===== config.mk =====
export PLATFORM = sky130hd
export DESIGN_NAME = alu_seq
export DESIGN_NICKNAME = d
export VERILOG_FILES = /design/src/rtl/alu_seq.sv
export SDC_FILE = /design/constraint.sdc
export NUM_CORES = 1
export LEC_CHECK = 0
export CAP_MARGIN = 10
export CORE_ASPECT_RATIO = 1.1
export CORE_MARGIN = 4
export CORE_UTILIZATION = 61
export DETAILED_ROUTE_END_ITERATION = 16
export GPL_TIMING_DRIVEN = 0
export PLACE_DENSITY_LB_ADDON = 0.1
export SYNTH_ARGS = -nofsm -noshare
export SYNTH_HDL_FRONTEND = slang
export SYNTH_SLANG_ARGS = --single-unit

===== constraint.sdc =====
create_clock -name clk_i -period 6.27 [get_ports clk_i]
set_input_delay 0.627 -clock clk_i [delete_from_list [all_inputs] [get_ports clk_i]]
set_output_delay 0.627 -clock clk_i [all_outputs]
set_load 0.05 [all_outputs]

===== src/rtl/alu_seq.sv =====
// alu_seq: sequential ALU. Single-cycle logic/arith ops; a 32-iteration
// shift-add multiplier for MUL. One operation in flight at a time.
// Ports:
//   clk_i       clock, rising edge
//   rst_i       asynchronous reset, active low
//   start_i     operation request, sampled only while idle
//   ALUCtrl_i   operation code (AND/OR/ADD/SUB/SLT/NOR/MUL)
//   src1_i      operand A
//   src2_i      operand B
//   busy_o      operation in progress or completing
//   done_o      one-cycle completion pulse
//   result_o    registered result
//   zero_o      registered result==0 flag
//   overflow_o  registered signed overflow flag (ADD/SUB only)
module alu_seq (
  input  logic        clk_i,
  input  logic        rst_i,
  input  logic        start_i,
  input  logic [3:0]  ALUCtrl_i,
  input  logic [31:0] src1_i,
  input  logic [31:0] src2_i,
  output logic        busy_o,
  output logic        done_o,
  output logic [31:0] result_o,
  output logic        zero_o,
  output logic        overflow_o
);

  localparam int unsigned W   = 32;
  localparam int unsigned OPW = 4;
  localparam int unsigned CW  = 5;

  localparam logic [OPW-1:0] OP_AND = 4'b0000;
  localparam logic [OPW-1:0] OP_OR  = 4'b0001;
  localparam logic [OPW-1:0] OP_ADD = 4'b0010;
  localparam logic [OPW-1:0] OP_SUB = 4'b0110;
  localparam logic [OPW-1:0] OP_SLT = 4'b0111;
  localparam logic [OPW-1:0] OP_NOR = 4'b1100;
  localparam logic [OPW-1:0] OP_MUL = 4'b1000;

  localparam logic [CW-1:0] CNT_LAST = 5'd31;

  typedef enum logic [1:0] {
    ST_IDLE = 2'd0,
    ST_MUL  = 2'd1,
    ST_DONE = 2'd2
  } state_t;

  state_t         state_q, state_nxt;
  logic [OPW-1:0] op_q, op_nxt;
  logic [W-1:0]   a_q, a_nxt;
  logic [W-1:0]   b_q, b_nxt;
  logic [W-1:0]   acc_q, acc_nxt;
  logic [CW-1:0]  cnt_q, cnt_nxt;
  logic [W-1:0]   result_nxt;
  logic           zero_nxt;
  logic           overflow_nxt;
  logic           busy_nxt;
  logic           done_nxt;

  logic [W:0]     alu_c;
  logic [W-1:0]   term_c;
  logic [W-1:0]   prod_c;

  // Single-cycle ops; returns {overflow, result}. Unknown codes give zero.
  function automatic logic [W:0] alu_op(input logic [OPW-1:0] op,
                                        input logic [W-1:0]   a,
                                        input logic [W-1:0]   b);
    logic [W-1:0] r;
    logic         v;
    r = '0;
    v = 1'b0;
    case (op)
      OP_AND: r = a & b;
      OP_OR:  r = a | b;
      OP_NOR: r = ~(a | b);
      OP_ADD: begin
        r = a + b;
        v = (a[W-1] == b[W-1]) && (r[W-1] != a[W-1]);
      end
      OP_SUB: begin
        r = a - b;
        v = (a[W-1] != b[W-1]) && (r[W-1] != a[W-1]);
      end
      // Direct signed compare, so an overflowing difference cannot flip it.
      OP_SLT: r = ($signed(a) < $signed(b)) ? W'(1) : '0;
      default: r = '0;
    endcase
    return {v, r};
  endfunction

  assign alu_c  = alu_op(ALUCtrl_i, src1_i, src2_i);
  // One multiplier bit per iteration, LSB first.
  assign term_c = b_q[cnt_q] ? (a_q << cnt_q) : '0;
  assign prod_c = acc_q + term_c;

  // Next-state and datapath next values.
  always_comb begin
    state_nxt    = state_q;
    op_nxt       = op_q;
    a_nxt        = a_q;
    b_nxt        = b_q;
    acc_nxt      = acc_q;
    cnt_nxt      = cnt_q;
    result_nxt   = result_o;
    zero_nxt     = zero_o;
    overflow_nxt = overflow_o;
    case (state_q)
      ST_IDLE: begin
        if (start_i) begin
          op_nxt = ALUCtrl_i;
          a_nxt  = src1_i;
          b_nxt  = src2_i;
          if (ALUCtrl_i == OP_MUL) begin
            acc_nxt   = '0;
            cnt_nxt   = '0;
            state_nxt = ST_MUL;
          end else begin
            result_nxt   = alu_c[W-1:0];
            zero_nxt     = (alu_c[W-1:0] == '0);
            overflow_nxt = alu_c[W];
            state_nxt    = ST_DONE;
          end
        end
      end
      ST_MUL: begin
        acc_nxt = prod_c;
        cnt_nxt = cnt_q + CW'(1);
        if (cnt_q == CNT_LAST) begin
          result_nxt   = prod_c;
          zero_nxt     = (prod_c == '0);
          overflow_nxt = 1'b0;
          state_nxt    = ST_DONE;
        end
      end
      ST_DONE: state_nxt = ST_IDLE;
      default: state_nxt = ST_IDLE;
    endcase
    busy_nxt = (state_nxt != ST_IDLE);
    done_nxt = (state_nxt == ST_DONE);
  end

  // State and output registers.
  always_ff @(posedge clk_i or negedge rst_i) begin
    if (!rst_i) begin
      state_q    <= ST_IDLE;
      op_q       <= '0;
      a_q        <= '0;
      b_q        <= '0;
      acc_q      <= '0;
      cnt_q      <= '0;
      result_o   <= '0;
      zero_o     <= 1'b1;
      overflow_o <= 1'b0;
      busy_o     <= 1'b0;
      done_o     <= 1'b0;
    end else begin
      state_q    <= state_nxt;
      op_q       <= op_nxt;
      a_q        <= a_nxt;
      b_q        <= b_nxt;
      acc_q      <= acc_nxt;
      cnt_q      <= cnt_nxt;
      result_o   <= result_nxt;
      zero_o     <= zero_nxt;
      overflow_o <= overflow_nxt;
      busy_o     <= busy_nxt;
      done_o     <= done_nxt;
    end
  end

endmodule


# Word level (Yosys, flattened, before mapping)
# Cells that the tools add are included.
[op_classes] n_addsub=4 n_lt_le_gt_ge=2 n_eq_ne=17 shift=1 muxes=28 bitwise_logic=3 reduce_logical=11
[ops] op="32-bit 2-to-1 mux" n=6
[ops] op="32-bit one-hot mux with 6 select lines" n=1
[ops] op="32-bit one-hot mux with 2 select lines" n=2
[ops] op="32-bit adder" n=2
[ops] op="32-bit logical NOT" n=2
[ops] op="32-bit bitwise AND" n=1
[ops] op="32-bit less-than comparator" n=1
[ops] op="32-bit NOT" n=1
[ops] op="32-bit OR" n=1
[ops] op="32-bit by 5-bit left shift with 32-bit output" n=1
[ops] op="32-bit subtractor" n=1
[ops] op="5-bit 2-to-1 mux" n=2
[ops] op="5-bit one-hot mux with 2 select lines" n=1
[ops] op="4-bit by 3-bit == test with 1-bit output, second input constant" n=2
[ops] op="4-bit == test, second input constant" n=2
[ops] op="1-bit 2-to-1 mux" n=8
[ops] op="2-bit inequality test, second input constant" n=4
[ops] op="5-bit by 6-bit less-than comparator with 1-bit output, second input constant" n=1
[ops] op="2-bit 2-to-1 mux" n=3
[ops] op="1-bit one-hot mux with 2 select lines" n=3
[ops] op="5-bit by 1-bit adder with 5-bit output, second input constant" n=1
[ops] op="1-bit binary-select mux with 5-bit select" n=1
[ops] op="5-bit == test, second input constant" n=1
[ops] op="4-bit by 1-bit == test with 1-bit output, second input constant" n=1
[ops] op="other kinds (13)" n=17
[word_totals] register_bits=139 in_bits=71 out_inout_bits=36 wordCells=76

# Logic depth before layout (Yosys ltp)
[logic_depth] word_depth=7 depth_mapped=25 depth_no_buf=21

# Least setup slack after synthesis
# Ideal clock, no wire load.
[synth_path] kind="register to register" from="register cnt_q[0]" to="register zero_o" setup_ns=0.062 arrival_time_ns=5.232 t_required_ns=6.208 setup_slack_ns=0.976 stages_incl_launch_ff=24 n_path_buf=5 period_less_slack_ns=5.294 cell_sequence="dfrtp_1 -> buf_6 -> buf_4 -> buf_1 -> clkbuf_1 -> mux4_2 -> nand2_1 -> nand2_1 -> a2bb2oi_1 -> nor2_1 -> ha_1 -> clkbuf_1 -> a41o_1 -> a21oi_1 -> o21ai_0 -> a221o_1 -> a31oi_1 -> nand2_1 -> a221oi_1 -> xnor2_1 -> nand3_1 -> or3_1 -> nor4_1 -> a221o_1"
[synth_via] elab_chain_len=7 elab_cells_between_ends=11 classes_between="add/sub (1); eq/ne (2); shift (1); mux (5); reduce/logical (2)"
[synth_rtl] element="from (decl)" line_no="54" text="logic [CW-1:0] cnt_q, cnt_nxt;"
[synth_rtl] element="from (signal assigned)" line_no="163" text="cnt_q <= cnt_nxt;"
[synth_rtl] element="1-bit binary-select mux with 5-bit select" line_no="94" text="assign term_c = b_q[cnt_q] ? (a_q << cnt_q) : '0;"
[synth_rtl] element="1-bit 2-to-1 mux (implied by the code)" line_no="94"
[synth_rtl] element="32-bit 2-to-1 mux" line_no="94"
[synth_rtl] element="32-bit adder" line_no="95" text="assign prod_c = acc_q + term_c;"
[synth_rtl] element="32-bit logical NOT" line_no="131" text="zero_nxt = (prod_c == '0);"
[synth_rtl] element="1-bit 2-to-1 mux" line_no="129" text="if (cnt_q == CNT_LAST) begin"
[synth_rtl] element="1-bit one-hot mux with 2 select lines" line_no="108" text="case (state_q)"
[synth_rtl] element="to (signal assigned)" line_no="165" text="zero_o <= zero_nxt;"
[synth_rtl] element="to (decl)" line_no="25" text="output logic zero_o,"
# Parallel ways exist; a longest one is shown, timed or not. The select of a mux whose other input is x is not followed.
# A chain may end at the register's enable or synchronous reset.

# Worst setup path after layout
[layout_path] from="register cnt_q[1]" to="register zero_o"
# The elaborated chain is that of the path after synthesis.

==> metrics.md <==
| Metric | Value |
|---|---|
| CTS tree | built |
| WP data required | 6.65 ns |
| Clock buffer depth | 2 |
| Maximum operating frequency | 0.1665 GHz |
| Non-filler cells, final | between 2000 and 2500 |
| Initial DRC count | 2020 |
| Post-DP HPWL | 44350 microns |
| Library cells used by synthesis | 94 |
| Drc violations | 0 |
| EDFF count, synth | 0 |
| Period Utilization, post-route | 95.80% |
| Power, Total | ~7300 uW |
| Most frequent cell after synthesis | nor2_1 |
| Remaining global-route overflow | 0 |
| Die area | between 20000 and 30000 sq um |
| Ratio of cells with drive above 1 in the final layout | around an eighth |
| Hold buffers post-CTS | 0 |
| Worst hold path type | in -> async |
| Crit path launch type | flop |
| MaxCap Viol Count | 0 |
| Final wirelength | 57120 microns |
| Die H | 169.6 microns |
| Crit path kind | reg -> reg |
| Initial antenna violation count | 2 |
| Detailed Routing Iterations Pass 1 | 7 |
| Fin Clk Skew | 0.008640 ns |
| CTS resizes | 2 |
| Core Region | 23150 sq um |
| Slew Limit Fails | 0 |
| Port buffer count | around 100 |
| LEAKAGE | 0.007310 uW |
| Seq/Total Area, Yosys | 24.02% |
| Maximum VDD drop | 0.2534 mV |
| Top-area cell type share of the netlist area | 23.84% |
| Final #Nets | 2064 |
| Synth Instances | 1734 |
| Synth top cells by count | 182 x nor2_1, 155 x nand2_1, 138 x dfrtp_1 |
| Maximum fanout along the worst path | 10 |
| Vias in the first global route | ~15000 |
| Clock slew at reported path FFs | 0.07 ns |
| WHS | 0.1268 ns |
| Area leader, netlist | dfrtp_1 |
| First-pass GRT wire length | 86270 microns |
| Top_reg_cell synth | dfrtp_1 |
| Vias per Instance | 7.042 |
| Detailed-route via count | between 15000 and 20000 |
| Syn_area_per_cell | 8.354 sq um |
| N_diodes | 0 |
| Final setup viols | 0 |
| Global placement routability congestion | 1.015 |
| Cts bufs inserted | 17 |
| Crit end category | flop |
| Setup WS post-layout | 0.2632 ns |
| Yosys warns | 0 |
| Row Count | 58 |
| Power density cells | 438.1 nW/um^2 |
| Ys async rst share | 100.0% |
| Placement Setup Slack | -0.4671 ns |
| Ranking of synthesized cells by area | dfrtp_1 24%, ha_1 11%, mux2_2 6.5%, nor2_1 4.7%, mux4_2 4.7% |
| Gr usage total | between 40% and 50% |
| Remaining antenna violation count | 0 |
| Least-Margin Pin Slew | about 1.1 ns |
| Fin. Hold Viols | 0 |
| Clk Latency, worst-skew pair | 0.44 ns |
| Area delta synth->final | 14.71% |
| Status | finished clean |
| Htree depth | 4 |
| Setup repair bufs after CTS | 0 |
| Sink Count | ~140 |
| RSZ-0062 raised after global routing | false |
| I/O pins | 107 |
| Min Tclk post-route | 6.007 ns |
| Post-synth design cell area | 14490 sq um |
| Critical Path AT | ~6.4 ns |
| Inst Count DP | 2141 |
| Initial Util | between 60% and 70% |
| Die X | about 150 microns |
| Root Buffer | clkbuf_16 |
| Synth Register Bits | 139 |
| Max_slew headroom | 22.88% |
| Syn nets | a little under 2000 |
| Largest net degree at the start of global routing | 94 |
| DR WL/cell | 26.31 microns |
-- logic make-up (layout without fill, tap and decap cells) --
| group | after synthesis | after routing | synth area share (%) |
|---|---|---|---|
| AOI/OAI and AO/OA | 550 | 550 | 26.20 |
| xor gates and xnor gates | 34 | 34 | 2.056 |
| adders and majority gates | 135 | 135 | 11.82 |
| buffers and inverters | 218 | 355 | 5.977 |
| DFF | 139 | 139 | 24.02 |
| muxes | 145 | 145 | 13.33 |
| and+or+nand+nor | 513 | 513 | 16.61 |
-- per-layer routing --
metal	vias to the layer above	routed length, microns	track usage, %
met3	323	6270	11.12
met4	4	4748	30.07
met2	1059	26350	68.07
met1	7291	19710	49.04
li1	6612	-	-
met5	-	38	0
-- registers in the layout, summed over array words and instances (netlist names) --
signal,count
a_q,32
acc_q,32
b_q,32
result_o,32
cnt_q,5
state_q,2
busy_o,1
done_o,1
overflow_o,1
zero_o,1
-- worst max-delay path, cell delays in order (launching register included) --
cell and delay [ns]:
dfrtp_1 0.36, clkbuf_1 0.37, buf_2 0.33, clkbuf_2 0.32, nor2_1 0.10, a21oi_1 0.29, mux2_2 0.25, nor2_1 0.04
a21oi_1 0.23, nor2b_1 0.37, ha_1 0.37, a21o_1 0.23, a31oi_1 0.20, o21a_1 0.18, o31ai_4 0.11, a311o_1 0.36
a21oi_2 0.18, o21ai_1 0.17, a221oi_2 0.29, xnor2_1 0.20, or3_1 0.40, nor4_1 0.40, a221o_1 0.18
-- metrics by stage --
| stage | area [sq um] | setup TNS (ns) | utilization [%] |
|---|---|---|---|
| global placement | 15900 | -111.74 | 68.70 |
| finish | 16620 | 0 | 71.78 |
| floorplan | 14490 | 0 | - |
| global route | 16620 | 0 | 71.78 |
| detailed placement | 15950 | -0.5844 | 68.90 |
| CTS | 16610 | 0 | 71.73 |
-- final timing paths --
kind | to | cells after the start | slack, ns | start
max | zero_o | 22 | 0.26 | cnt_q[1]
min | result_o[23] | 1 | 0.13 | rst_i
max reg2reg | zero_o | 22 | 0.26 | cnt_q[1]
min reg2reg | result_o[31] | 2 | 0.48 | result_o[31]
max in group asynchronous | a_q[21] | 2 | 5.28 | rst_i
min in group clk_i | result_o[31] | 2 | 0.48 | result_o[31]
-- area by class of cell --
| class | instances | area [sq um] |
|---|---|---|
| multi-input cells | 1377 | 10160 |
| fillers | 1801 | 6533 |
| flip-flops and latches | 139 | 3480 |
| repair buffers | 108 | 1086 |
| plain buffers | 106 | 449.2 |
| clock buffers | 19 | 442.9 |
| inverters | 109 | 409.1 |
| well taps | 300 | 375.4 |
| clock inverters | 13 | 211.5 |
-- placed cells by master (no fill, tap or decap), drive strengths merged, types with 19 or more instances in the layout --
master / n
nor2b: 26
o21ai: 116
nor3: 20
a221oi: 23
xnor2: 20
a31oi: 19
dfrtp: 138
a21oi: 137
a21o: 34
mux4: 30
nor2: 182
clkdlybuf4s50: 103
a22oi: 23
mux2: 83
ha: 132
inv: 112
nand2: 155
o22ai: 24
clkbuf: 95
nor4: 21
mux2i: 32
buf: 35
a211oi: 31
-- power by group --
part | switching [uW] | leakage [uW] | internal [uW] | total, uW
clock | 435 | 0.000318 | 721 | 1160
sequential | 209 | 0.00168 | 1140 | 1350
combinational | 3060 | 0.00531 | 1710 | 4770
(Power assumes the default switching activity.)
